<file path="src/rtl/keypad_entry_buffer.sv">
// Keypad entry buffer: turns scanner key events into BCD entries and function-key commands.
// Optional idle discard of a partial entry is compiled in with `define ENTRY_TIMEOUT_EN.
module keypad_entry_buffer #(
  parameter int NDIG        = 4,
  parameter int TIMEOUT_CYC = 50_000_000
) (
  input  logic              clk,
  input  logic              rst,
  input  logic [3:0]        key_code,
  input  logic              key_valid,
  output logic [4*NDIG-1:0] digits,
  output logic [3:0]        digit_count,
  output logic [4*NDIG-1:0] out_data,
  output logic [3:0]        out_cmd,
  output logic              out_valid,
  input  logic              out_ready,
  output logic              overflow,
  output logic              timeout,
  output logic [1:0]        state_dbg
);

  // Handshake: a result is transferred on the rising edge where out_valid & out_ready;
  // out_data/out_cmd are stable while out_valid is high and the producer never drops
  // out_valid before the transfer.

  localparam int         DW     = 4 * NDIG;
  localparam logic [3:0] NDIG_C = 4'(NDIG);

  typedef enum logic [1:0] {IDLE = 2'd0, ENTRY = 2'd1, HOLD = 2'd2} state_t;

  state_t     state;
  logic       last_valid;
  logic [3:0] last_code;
  logic       evt;
  logic [3:0] evt_code;

  assign state_dbg = state;

  // A held key produces one event; a code change under a held level is a new press.
  always_ff @(posedge clk or posedge rst) begin
    if (rst) begin
      last_valid <= 1'b0;
      last_code  <= 4'h0;
      evt        <= 1'b0;
      evt_code   <= 4'h0;
    end else begin
      evt        <= key_valid & (~last_valid | (key_code != last_code));
      evt_code   <= key_code;
      last_valid <= key_valid;
      last_code  <= key_code;
    end
  end

`ifdef ENTRY_TIMEOUT_EN
  localparam int             TW   = $clog2(TIMEOUT_CYC + 1);
  localparam logic [TW-1:0]  TMAX = TW'(TIMEOUT_CYC);
  logic [TW-1:0] tmr;
  logic          to_fire;

  assign to_fire = (state == ENTRY) && !evt && (tmr == TMAX);
`else
  logic to_fire;

  assign to_fire = 1'b0;
  // Always 0; the comparison only keeps TIMEOUT_CYC referenced in this build.
  assign timeout = (TIMEOUT_CYC < 0);
`endif

  always_ff @(posedge clk or posedge rst) begin
    if (rst) begin
      state       <= IDLE;
      digits      <= '0;
      digit_count <= 4'd0;
      out_data    <= '0;
      out_cmd     <= 4'h0;
      out_valid   <= 1'b0;
      overflow    <= 1'b0;
`ifdef ENTRY_TIMEOUT_EN
      timeout     <= 1'b0;
      tmr         <= '0;
`endif
    end else begin
      overflow <= 1'b0;
`ifdef ENTRY_TIMEOUT_EN
      timeout  <= 1'b0;
      if (state != HOLD) begin
        if (evt || to_fire || state == IDLE) tmr <= '0;
        else                                 tmr <= tmr + 1'b1;
      end
`endif
      case (state)
        HOLD: begin
          // Events during HOLD are dropped; nothing is queued behind the pending result.
          if (out_ready) begin
            out_valid <= 1'b0;
            state     <= (digit_count != 4'd0) ? ENTRY : IDLE;
          end
        end
        default: begin
          if (to_fire) begin
            digits      <= '0;
            digit_count <= 4'd0;
            state       <= IDLE;
`ifdef ENTRY_TIMEOUT_EN
            timeout     <= 1'b1;
`endif
          end else if (evt) begin
            case (evt_code)
              4'hE: begin
                if (digit_count != 4'd0) begin
                  digits      <= digits >> 4;
                  digit_count <= digit_count - 4'd1;
                  state       <= (digit_count == 4'd1) ? IDLE : ENTRY;
                end
              end
              4'hF: begin
                if (digit_count != 4'd0) begin
                  out_data    <= digits;
                  out_cmd     <= 4'h0;
                  out_valid   <= 1'b1;
                  digits      <= '0;
                  digit_count <= 4'd0;
                  state       <= HOLD;
                end
              end
              4'hA, 4'hB, 4'hC, 4'hD: begin
                // Function keys leave the partial entry intact for when HOLD ends.
                out_data  <= '0;
                out_cmd   <= evt_code;
                out_valid <= 1'b1;
                state     <= HOLD;
              end
              default: begin
                if (digit_count < NDIG_C) begin
                  digits      <= (digits << 4) | DW'(evt_code);
                  digit_count <= digit_count + 4'd1;
                  state       <= ENTRY;
                end else begin
                  overflow <= 1'b1;
                end
              end
            endcase
          end
        end
      endcase
    end
  end

endmodule

</file>
<file path="config.mk">
export PLATFORM = sky130hd
export DESIGN_NAME = keypad_entry_buffer
export DESIGN_NICKNAME = d
export VERILOG_FILES = /design/src/rtl/keypad_entry_buffer.sv
export SDC_FILE = /design/constraint.sdc
export NUM_CORES = 1
export LEC_CHECK = 0
export ABC_AREA = 0
export ABC_CLOCK_PERIOD_IN_PS = 6300
export CAP_MARGIN = 20
export CORE_ASPECT_RATIO = 0.8
export CORE_UTILIZATION = 40
export DETAILED_ROUTE_END_ITERATION = 8
export MAX_ROUTING_LAYER = met4
export PLACE_DENSITY_LB_ADDON = 0.2
export SLEW_MARGIN = 20
export SYNTH_ARGS = -nofsm -noshare
export SYNTH_HDL_FRONTEND = slang
export SYNTH_SLANG_ARGS = --single-unit
</file>
<file path="constraint.sdc">
create_clock -name clk -period 6.3 [get_ports clk]
set_input_delay 0.945 -clock clk [delete_from_list [all_inputs] [get_ports clk]]
set_output_delay 0.945 -clock clk [all_outputs]
set_load 0.02 [all_outputs]
</file>
; Word-level counts from Yosys, hierarchy flattened
; Cells that the tools add are included.
[totals]
input_bits = 8
reg_bits = 50
output_inout_bits = 45
[op_classes]
n_addsub = 2
eq_ne = 14
n_lt_le_gt_ge = 1
muxes = 29
n_reduce_logical = 12
bitwise_logic = 6
[ops]
columns = cell, count
row1 = $mux W16, 4
row2 = $pmux W16 S3, 1
row3 = $pmux W16 S2, 1
row4 = $eq A4 B4 Y1 const B, 6
row5 = $or A16 B4 Y16, 1
row6 = $mux W2, 6
row7 = $mux W4, 3
row8 = $pmux W4 S3, 1
row9 = $mux W1, 10
row10 = $pmux W4 S2, 1
row11 = $reduce_and A4 Y1, 2
row12 = $ne A2 B2 Y1 const B, 3
row13 = $ne A3 B2 Y1 const B, 2
row14 = $pmux W2 S3, 1
row15 = $reduce_and A6 Y1, 1
row16 = $reduce_bool A3 Y1, 2
row17 = $reduce_or A6 Y1, 1
row18 = $reduce_and A5 Y1, 1
row19 = $reduce_bool A5 Y1, 1
row20 = $add A4 B1 Y4 const B, 1
row21 = $eq A4 B1 Y1 const B, 1
row22 = $lt A4 B3 Y1 const B, 1
row23 = $ne A4 B4 Y1, 1
row24 = $reduce_bool A2 Y1, 2
row25 = other kinds (8), 10

; Longest topological paths before layout
; Gate-level depths: netlist of the first run.
[depth]
depth_word = 6
ltp_mapped = 8

; Least setup slack after synthesis of the first run
; Ideal clock, no wire load.
[synth_path]
path_kind = flip-flop to flip-flop
startpoint = register digit_count[0]
endpoint = register out_cmd[3]
t_arrival_ps = 2055
path_stages_with_launch = 9
setup_time_ps = 125
path_buffers = 2
setup_slack_ps = 4120
required_ps = 6175
cell_sequence = dfrtp_1 > inv_1 > ha_1 > or3b_4 > and3_1 > buf_6 > o21a_4 > buf_6 > mux2_4
[synth_between]
elab_chain_len = 3
[synth_rtl]
columns = item, line_no
row1 = from (decl), 12  ; output logic [3:0] digit_count,
row2 = from (signal assigned), 112  ; digit_count <= digit_count - 4'd1;
row3 = from (signal assigned), 136  ; digit_count <= digit_count + 4'd1;
row4 = $reduce_bool A4 Y1, 117  ; if (digit_count != 4'd0) begin
row5 = $ne A2 B2 Y1 (no source line), -
row6 = $reduce_and A4 Y1 (no source line), -
row7 = to (signal assigned), 129  ; out_cmd <= evt_code;
row8 = to (decl), 14  ; output logic [3:0] out_cmd,
; Every way passes these cells.
; A chain may end at the register's enable or synchronous reset.

; Final worst setup path of the first run
[layout_path]
startpoint = register digit_count[0]
endpoint = register digits[3]
[layout_between]
elab_chain_len = 3
elab_cells_between_ends = 6
cone_classes = order compare (1) / eq/ne (2) / reduce/logical (3)
[layout_rtl]
columns = item, line_no
row1 = $lt A4 B3 Y1 / $reduce_bool A4 Y1 (equally long branches), "134, 110, 117"
row2 = $reduce_bool A3 Y1 (no source line) / $ne A2 B2 Y1 (equally long branches), -
row3 = $reduce_and A6 Y1 (no source line) (*), -
row4 = to (signal assigned), 111  ; digits <= digits >> 4;
row5 = to (signal assigned), 135  ; digits <= (digits << 4) | DW'(evt_code);
row6 = to (decl), 11  ; output logic [4*NDIG-1:0] digits,
; Every way passes the cells marked *; elsewhere a longest branch is shown, timed or not.

==> metrics, run 1 <==
type of origin of the critical path=flip-flop; H-tree levels=2; die height=71.7 µm; GRT Total Usage=20.3%; post-layout minimum cycle time=2.77 ns; n_diodes=0; Clk pwr share=15.7%; Worst-Margin Slew=0.886 ns; max-cap viol count=0; Final ANT Viol Nets=0; final-stage net count=297; share of cells above drive strength 1=6.29%; Placement Cell Area=2940 µm²; CTS clk-pin slew, worst paths=0.10 ns; final hold vios=0; Post-synth EDFFs=0; routed via count=1,990; largest net degree at the start of global routing=51; Req. time, crit path=6.51 ns; setup bufs post-CTS=0; CTS Buf Count=5; multi-input logic area=968 µm²; Routed wire per std cell=16.1 µm; outcome=finished, final reports clean; Syn-to-layout area delta=25.4%; Hold Buf Count CTS=0; Hold/Removal Path Class=reg2reg; Initial Util=43.0%; Post-synth top cells=dfrtp_1 (50), inv_1 (27), o21ai_0 (24); I/O Pins=53; Clock Latency Late Sink=0.32 ns; clock root cell=clkbuf_8; final setup vio count=0; cell with the most instances after synthesis=dfrtp_1; Vias/cell=5.47; final setup TNS=0 ns; fmax=361 MHz; gpl congestion=0.862; Reg area=1250 µm²; simple-gate portion of the synthesized area=13.2%; worst endpoint data arrival time=2.99 ns; mux share of post-synthesis cell area=5.36%; CTS tree=done; die width=89.1 µm; Final period util=44.0%; largest area contributor in the netlist=dfrtp_1; worst hold slack=0.422 ns; Synth Area in Compound Gates=17.3%; register area share after synthesis=51.5%; Pleak=1.28 nW; global-route wire length before repair=9520 µm; logic gate share of total power=43.8%; worst-path maximum fanout=20; Ys Warns=0; drt pass-1 iters=4; CTS Sinks=50; Yosys reg bits=50; Pwr Total=0.00137 W; Area contributors post-synth=dfrtp_1 (52%), o21ai_0 (4.9%), inv_1 (4.2%); largest family of logic cells by synthesized area=compound AO/OA/AOI/OAI gates; RSZ-0062 raised after global routing=no; maximum VDD drop=0.000191 V; Pwr Density=450 nW/µm²; initial antenna violation count=0; synthesized net count=258; clock tree buffer depth=2; Synth Flop Type=dfrtp_1; DRT iter0 DRCs=128; mapped cell area=2430 µm²; post-synthesis xor/xnor area fraction=1.80%; sequential power share=40.5%; Synth cell types=40; Die Area=6390 µm²; final non-filler cell area=3040 µm²; vias in the first global route=1,868; Slew Viols, Final=0; cell-internal power=0.000813 W; port buffer count=51; # resized after CTS=0; switching share of power=40.6%; Crit Path Class=reg2reg; dpl hpwl=3690 µm; Synth Area per Inst=9.87 µm²; Async SR Flop Fraction=100%; relative slew slack=40.9%; DRC errors left=0; fill count=523; Sw Pwr=0.000556 W; Core Region=5650 µm²; crit end category=flip-flop; adder-cell share of the synthesized area=2.06%; Post-Synthesis Cells=246; final WL=5870 µm; Post-Route Skew=0.00846 ns; area share of the largest cell type after synthesis=51.5%; total gr overflow=0; row cnt=24
[placed cells by master (no fill, tap or decap), types with 2 or more instances in the layout]
master / instances
and2_1: 3
nor2_1: 6
a21o_1: 2
inv_1: 26
a22o_1: 3
nand4_1: 16
clkdlybuf4s50_1: 51
o21ai_0: 24
a31oi_1: 3
mux2i_1: 7
nand3_1: 7
mux2_2: 4
nor2b_1: 4
a21oi_1: 19
o211ai_1: 2
nand2_1: 14
a22oi_1: 8
dfrtp_1: 50
clkbuf_8: 7
ha_1: 4
and3_1: 2
xor2_1: 4
o311ai_0: 2
[registers in the layout, indices dropped and copies added, names as in the netlist]
register	flops
digits	16
out_valid	1
state_dbg	2
evt_code	4
digit_count	4
out_data	16
evt	1
out_cmd	4
last_valid	1
overflow	1
[area by class of cell]
cell class	instances	area share, %
clock buffers	7	3.17
repair buffers	52	17.0
well taps	78	3.21
flip-flops and latches	50	41.1
clock inverters	1	0.288
inverters	27	3.37
multi-input cells	149	31.8
[metrics by stage]
step                      utilization (%)  instances  worst slack (ns)
after floorplan                         -        246              4.12
after global placement               52.0        356              3.67
after detailed placement             52.0        356              3.59
after CTS                            53.9        364              3.54
after global routing                 53.9        364              3.41
final                                53.9        364              3.53
[worst max-delay path, stage by stage, from the launching register on]
cell and delay (ns):
dfrtp_1 0.47, inv_1 0.13, ha_1 0.22, or3b_4 0.25, a22o_1 0.44, and2_1 0.75, mux2_2 0.41
[routing by layer]
metal	GRT usage, %	part of all wire [%]	vias up
met5	-	0	-
met4	7.23	1.8	0
met3	4.38	7.2	11
met2	26.7	41	75
met1	30.6	50	972
li1	-	-	932
[cells by family (layout without fill, tap and decap cells)]
| kind of cell | Yosys count | in the layout |
|---|---|---|
| simple gates | 59 | 59 |
| compound gates | 68 | 68 |
| mux | 12 | 12 |
| flops | 50 | 50 |
| buf+inv | 47 | 87 |
| fa+ha+maj | 4 | 4 |
| xor+xnor | 5 | 5 |
| other cells | 1 | 1 |
[worst paths after layout]
kind	end	start	cells after the start	slack (ns)
min reg2reg	evt	last_valid	1	0.42
max reg2reg	digits[3]	digit_count[0]	6	3.53
max	digits[3]	digit_count[0]	6	3.53
max in group asynchronous	digit_count[0]	rst	2	4.68
min in group asynchronous	out_cmd[0]	rst	2	1.10
min	evt	last_valid	1	0.42
[power groups by stage]
stage	registers (W)	logic, W	clock network, W
6_report	0.000554	0.000599	0.000215
3_5_place_dp	0.000556	0.000597	0
4_1_cts	0.000552	0.000602	0.000218
5_1_grt	0.000569	0.000643	0.000227
2_1_floorplan	0.000642	0.000230	0
3_3_place_gp	0.000556	0.000592	0
No activity file was read; power rests on OpenSTA's default activity.
==> inputs of run 2 (changes only) <==
- ABC_CLOCK_PERIOD_IN_PS: 6300 -> 2900
- clock period: 6.3 -> 2.9 ns (I/O delays scaled with it)
==> run 2 against run 1 <==
- sequential power rose by 120%
- clock skew rose by 0.0022 ns
- critical path depth did not move
- sequential cell count did not move
- sequential share of layout area fell by 0.65 points
- routed wire length fell by 1.7%
- worst setup slack got worse by 3.1 ns
- critical endpoint is now out_cmd[2]
- clock power rose by 130%
- utilization rose by 0.86 points
- total power rose by 120%
- highest routed layer unchanged
==> metrics, run 2 (synthesis results as in run 1) <==
outcome=finished, final reports clean; Post-Route Skew=0.0106 ns; drt pass-1 iters=4; vias in the first global route=1,918; fmax=402 MHz; worst-path maximum fanout=22; Setup crit start=digit_count[0]; CTS Sinks=50; Die Area=6390 µm²; fill count=542; Req. time, crit path=3.08 ns; dpl hpwl=4000 µm; n_diodes=0; gpl congestion=0.903; FF-to-FF Start=digit_count[0]; Final ANT Viol Nets=0; CTS Buf Count=5; post-layout minimum cycle time=2.49 ns; clock tree buffer depth=2; final setup vio count=0; total gr overflow=0; Hold/Removal Path Class=in2async; CTS tree=done; DRT iter0 DRCs=103; H-tree levels=2; row cnt=24; global-route wire length before repair=9600 µm; final non-filler cell area=3090 µm²; biggest regs=digits: 16 flops, out_data: 16 flops; Syn-to-layout area delta=27.4%; Worst-Margin Slew=0.668 ns; Pleak=1.31 nW; Hold Buf Count CTS=0; final setup TNS=0 ns; max-cap viol count=0; Pwr Density=972 nW/µm²; Vias/cell=5.32; RSZ-0062 raised after global routing=no; final hold vios=0; Final period util=85.8%; port buffer count=51; die height=71.7 µm; worst endpoint data arrival time=2.67 ns; Routed wire per std cell=15.6 µm; final-stage net count=303; initial antenna violation count=0; share of cells above drive strength 1=7.88%; commonest non-fill, non-tap cell in the layout=clkdlybuf4s50_1; I/O Pins=53; relative slew slack=55.5%; # resized after CTS=0; DRC errors left=0; CTS clk-pin slew, worst paths=0.10 ns; GRT Total Usage=20.3%; Slew Viols, Final=0; Crit Path Class=reg2reg; die width=89.1 µm; Core Region=5650 µm²; Max stage delay cell, worst path=and3_1; largest net degree at the start of global routing=23; Placement Cell Area=2980 µm²; Clock Latency Late Sink=0.30 ns; type of origin of the critical path=flip-flop; setup bufs post-CTS=0; Initial Util=43.0%; routed via count=1,969; Cell Chain, Critical Path=inv_1, ha_1, or3b_4, and3_1, o21a_4, mux2_2; final WL=5770 µm; clock root cell=clkbuf_8; maximum VDD drop=0.000482 V; crit end category=flip-flop; most frequent cells in the layout=clkdlybuf4s50_1 (51), dfrtp_1 (50), inv_1 (26); CP peak stage delay=0.59 ns
[run 2: cell types whose count changed in the layout (fill, tap and decap cells not counted), sizes merged]
cell / before / now
buf: 1 / 7
clkbuf: 7 / 6
clkinv: 2 / 0
clkinvlp: 0 / 1
bufinv: 0 / 1
inv: 26 / 27
[run 2: cell type report]
| cell class | instances | area (µm²) | share of cell area, % |
|---|---|---|---|
| clock buffer | 6 | 72.6 | 2.35 |
| sequential | 50 | 1250 | 40.5 |
| inverter | 27 | 101 | 3.28 |
| multi-input combinational | 149 | 968 | 31.3 |
| clock inverter | 2 | 37.5 | 1.21 |
| tap | 78 | 97.6 | 3.16 |
| timing repair buffer | 58 | 563 | 18.2 |
[run 2: path summary, 6_finish.rpt]
check	end	slack, ns	cells after the start
max in group asynchronous	digits[2]	1.89	3
hold reg to reg	evt	0.41	1
hold / removal	digits[8]	0.41	2
min in group clk	evt	0.41	1
setup reg to reg	out_cmd[2]	0.41	6
setup / recovery	out_cmd[2]	0.41	6
[run 2: stage by stage]
step           cells  utilization [%]  total power, W  setup slack, ns  hold slack, ns
2_1_floorplan    246                -         0.00189            0.720           0.399
3_3_place_gp     362             52.8         0.00251            0.529           0.414
3_5_place_dp     362             52.8         0.00252            0.406           0.416
4_1_cts          370             54.8         0.00302            0.397           0.417
5_1_grt          370             54.8         0.00319            0.281           0.450
6_report         370             54.8         0.00300            0.412           0.412
[run 2: critical path, delay by kind of cell (launching register included)]
| kind | cells | cell delay (ns) |
|---|---|---|
| and+or+nand+nor | 2 | 0.84 |
| DFF | 1 | 0.45 |
| AOI/OAI and AO/OA | 1 | 0.36 |
| muxes | 1 | 0.36 |
| adders and majority gates | 1 | 0.23 |
| buffers and inverters | 1 | 0.12 |
[run 2: metal layers]
layer  vias up  GRT usage [%]  part of all wire (%)
li1        942              -                     -
met1       949           29.9                    51
met2        76           28.8                    42
met3         2           4.15                   6.5
met4         0           4.41                  0.36
met5         -              -                     0
[run 2: where the power goes]
group | switching (W) | total (W) | internal (W)
registers | 0.000276 | 0.00120 | 0.000920
logic | 0.000676 | 0.00132 | 0.000641
clock network | 0.000233 | 0.000491 | 0.000258
==> inputs of run 3 (changes only) <==
- ABC_CLOCK_PERIOD_IN_PS: 2900 -> 2600
- SLEW_MARGIN: 20 -> not set
- clock period: 2.9 -> 2.6 ns (I/O delays scaled with it)
==> run 3 against run 2 <==
- sequential share of layout area about the same
- sequential cell count stayed put
- global-route usage is 0.49 points higher
- routed wire length increased by 0.68%
- final cell count rose by 0.27%
- sequential power grew 12%
- via count rose by 0.51%
- non-clock buffer count up 1
- final area is 0.12% higher
- clock power increased by 10%
- largest cell class unchanged
- highest routed layer unchanged
==> metrics, run 3 (synthesis results as in run 1) <==
final-stage net count=304; Placement Cell Area=2990 µm²; clock root cell=clkbuf_8; routed via count=1,979; fill count=537; Worst-Margin Slew=0.613 ns; Die Area=6390 µm²; multi-input logic area=968 µm²; die height=71.7 µm; drt pass-1 iters=4; Final Util=54.8%; total gr overflow=0; Post-Route Skew=0.00760 ns; final non-filler cell area=3100 µm²; Vias/cell=5.33; DRT iter0 DRCs=107; row cnt=24; vias in the first global route=1,900; CTS tree=done; worst-path maximum fanout=13; type of origin of the critical path=flip-flop; DRC errors left=0; dpl hpwl=3880 µm; final setup TNS=0 ns; gpl congestion=0.860; n_diodes=0; final WL=5810 µm; initial antenna violation count=0; Final ANT Viol Nets=0; outcome=finished, final reports clean; biggest regs=digits: 16 flops, out_data: 16 flops; Core Region=5650 µm²; Req. time, crit path=2.79 ns; Hold/Removal Path Class=reg2reg; relative slew slack=59.1%; Initial Util=43.0%; global-route wire length before repair=9760 µm; Pwr Density=1080 nW/µm²; Final period util=85.1%; setup bufs post-CTS=0; fmax=452 MHz; crit end category=flip-flop; CTS Buf Count=5; post-layout minimum cycle time=2.21 ns; CTS Sinks=50; # resized after CTS=0; port buffer count=51; largest net degree at the start of global routing=30; RSZ-0062 raised after global routing=no; most frequent cells in the layout=clkdlybuf4s50_1 (51), dfrtp_1 (50), inv_1 (26); I/O Pins=53; CTS clk-pin slew, worst paths=0.09 ns; final hold vios=0; final setup vio count=0; Slew Viols, Final=0; max-cap viol count=0; Routed wire per std cell=15.7 µm; DP Cell Count=363; Reg area=1250 µm²; commonest non-fill, non-tap cell in the layout=clkdlybuf4s50_1; Syn-to-layout area delta=27.5%; Clock Latency Late Sink=0.30 ns; share of cells above drive strength 1=7.85%; die width=89.1 µm; GRT Total Usage=20.8%; Hold Buf Count CTS=0; Pleak=1.32 nW; clock tree buffer depth=2; Crit Path Class=reg2reg; Finished Layout Cells=371; maximum VDD drop=0.000525 V; H-tree levels=2; worst endpoint data arrival time=2.40 ns
==> run 3: changes by cell type in the layout (fill, tap and decap cells not counted) <==
cell / delta
buf_4: +1
clkbuf_1: +1
clkinvlp_4: -1
==> run 3: final timing paths <==
path / start / to / slack, ns / depth (start not counted)
min in group asynchronous: rst / out_cmd[1] / 0.47 / 2
max: digit_count[0] / digits[2] / 0.39 / 7
min reg2reg: last_valid / evt / 0.44 / 1
max in group asynchronous: rst / out_data[6] / 1.49 / 3
min: last_valid / evt / 0.44 / 1
max reg2reg: digit_count[0] / digits[2] / 0.39 / 7
==> run 3: stage by stage <==
step                      setup slack (ns)  hold slack (ns)  total power, W
after floorplan                      0.420            0.399         0.00211
after global placement               0.454            0.408         0.00280
after detailed placement             0.404            0.423         0.00280
after CTS                            0.392            0.441         0.00335
after global routing                 0.247            0.446         0.00355
final                                0.388            0.439         0.00334
==> run 3: power by group <==
part | internal [W] | switching (W) | leakage [nW]
logic | 0.000716 | 0.000747 | 0.642
clock network | 0.000288 | 0.000252 | 0.0524
registers | 0.00103 | 0.000309 | 0.621
==> run 3: critical path: stages, from the launching register on <==
cell	delay, ns
dfrtp_1	0.45
inv_1	0.14
ha_1	0.18
or3b_4	0.40
a22o_1	0.22
and2_1	0.32
buf_4	0.26
mux2i_1	0.12
==> run 3: cell type report <==
| cell class | instances | share of cell area [%] |
|---|---|---|
| sequential | 50 | 40.4 |
| tap | 78 | 3.15 |
| clock buffer | 7 | 2.47 |
| timing repair buffer | 59 | 18.4 |
| clock inverter | 1 | 0.970 |
| inverter | 27 | 3.27 |
| multi-input combinational | 149 | 31.3 |
==> run 3: layer usage <==
| metal | up-vias | track usage (%) | part of all wire, % |
|---|---|---|---|
| li1 | 948 | - | - |
| met1 | 937 | 31.8 | 51 |
| met2 | 87 | 27.9 | 41 |
| met3 | 7 | 4.03 | 7.4 |
| met4 | 0 | 5.47 | 0.84 |
| met5 | - | - | 0 |
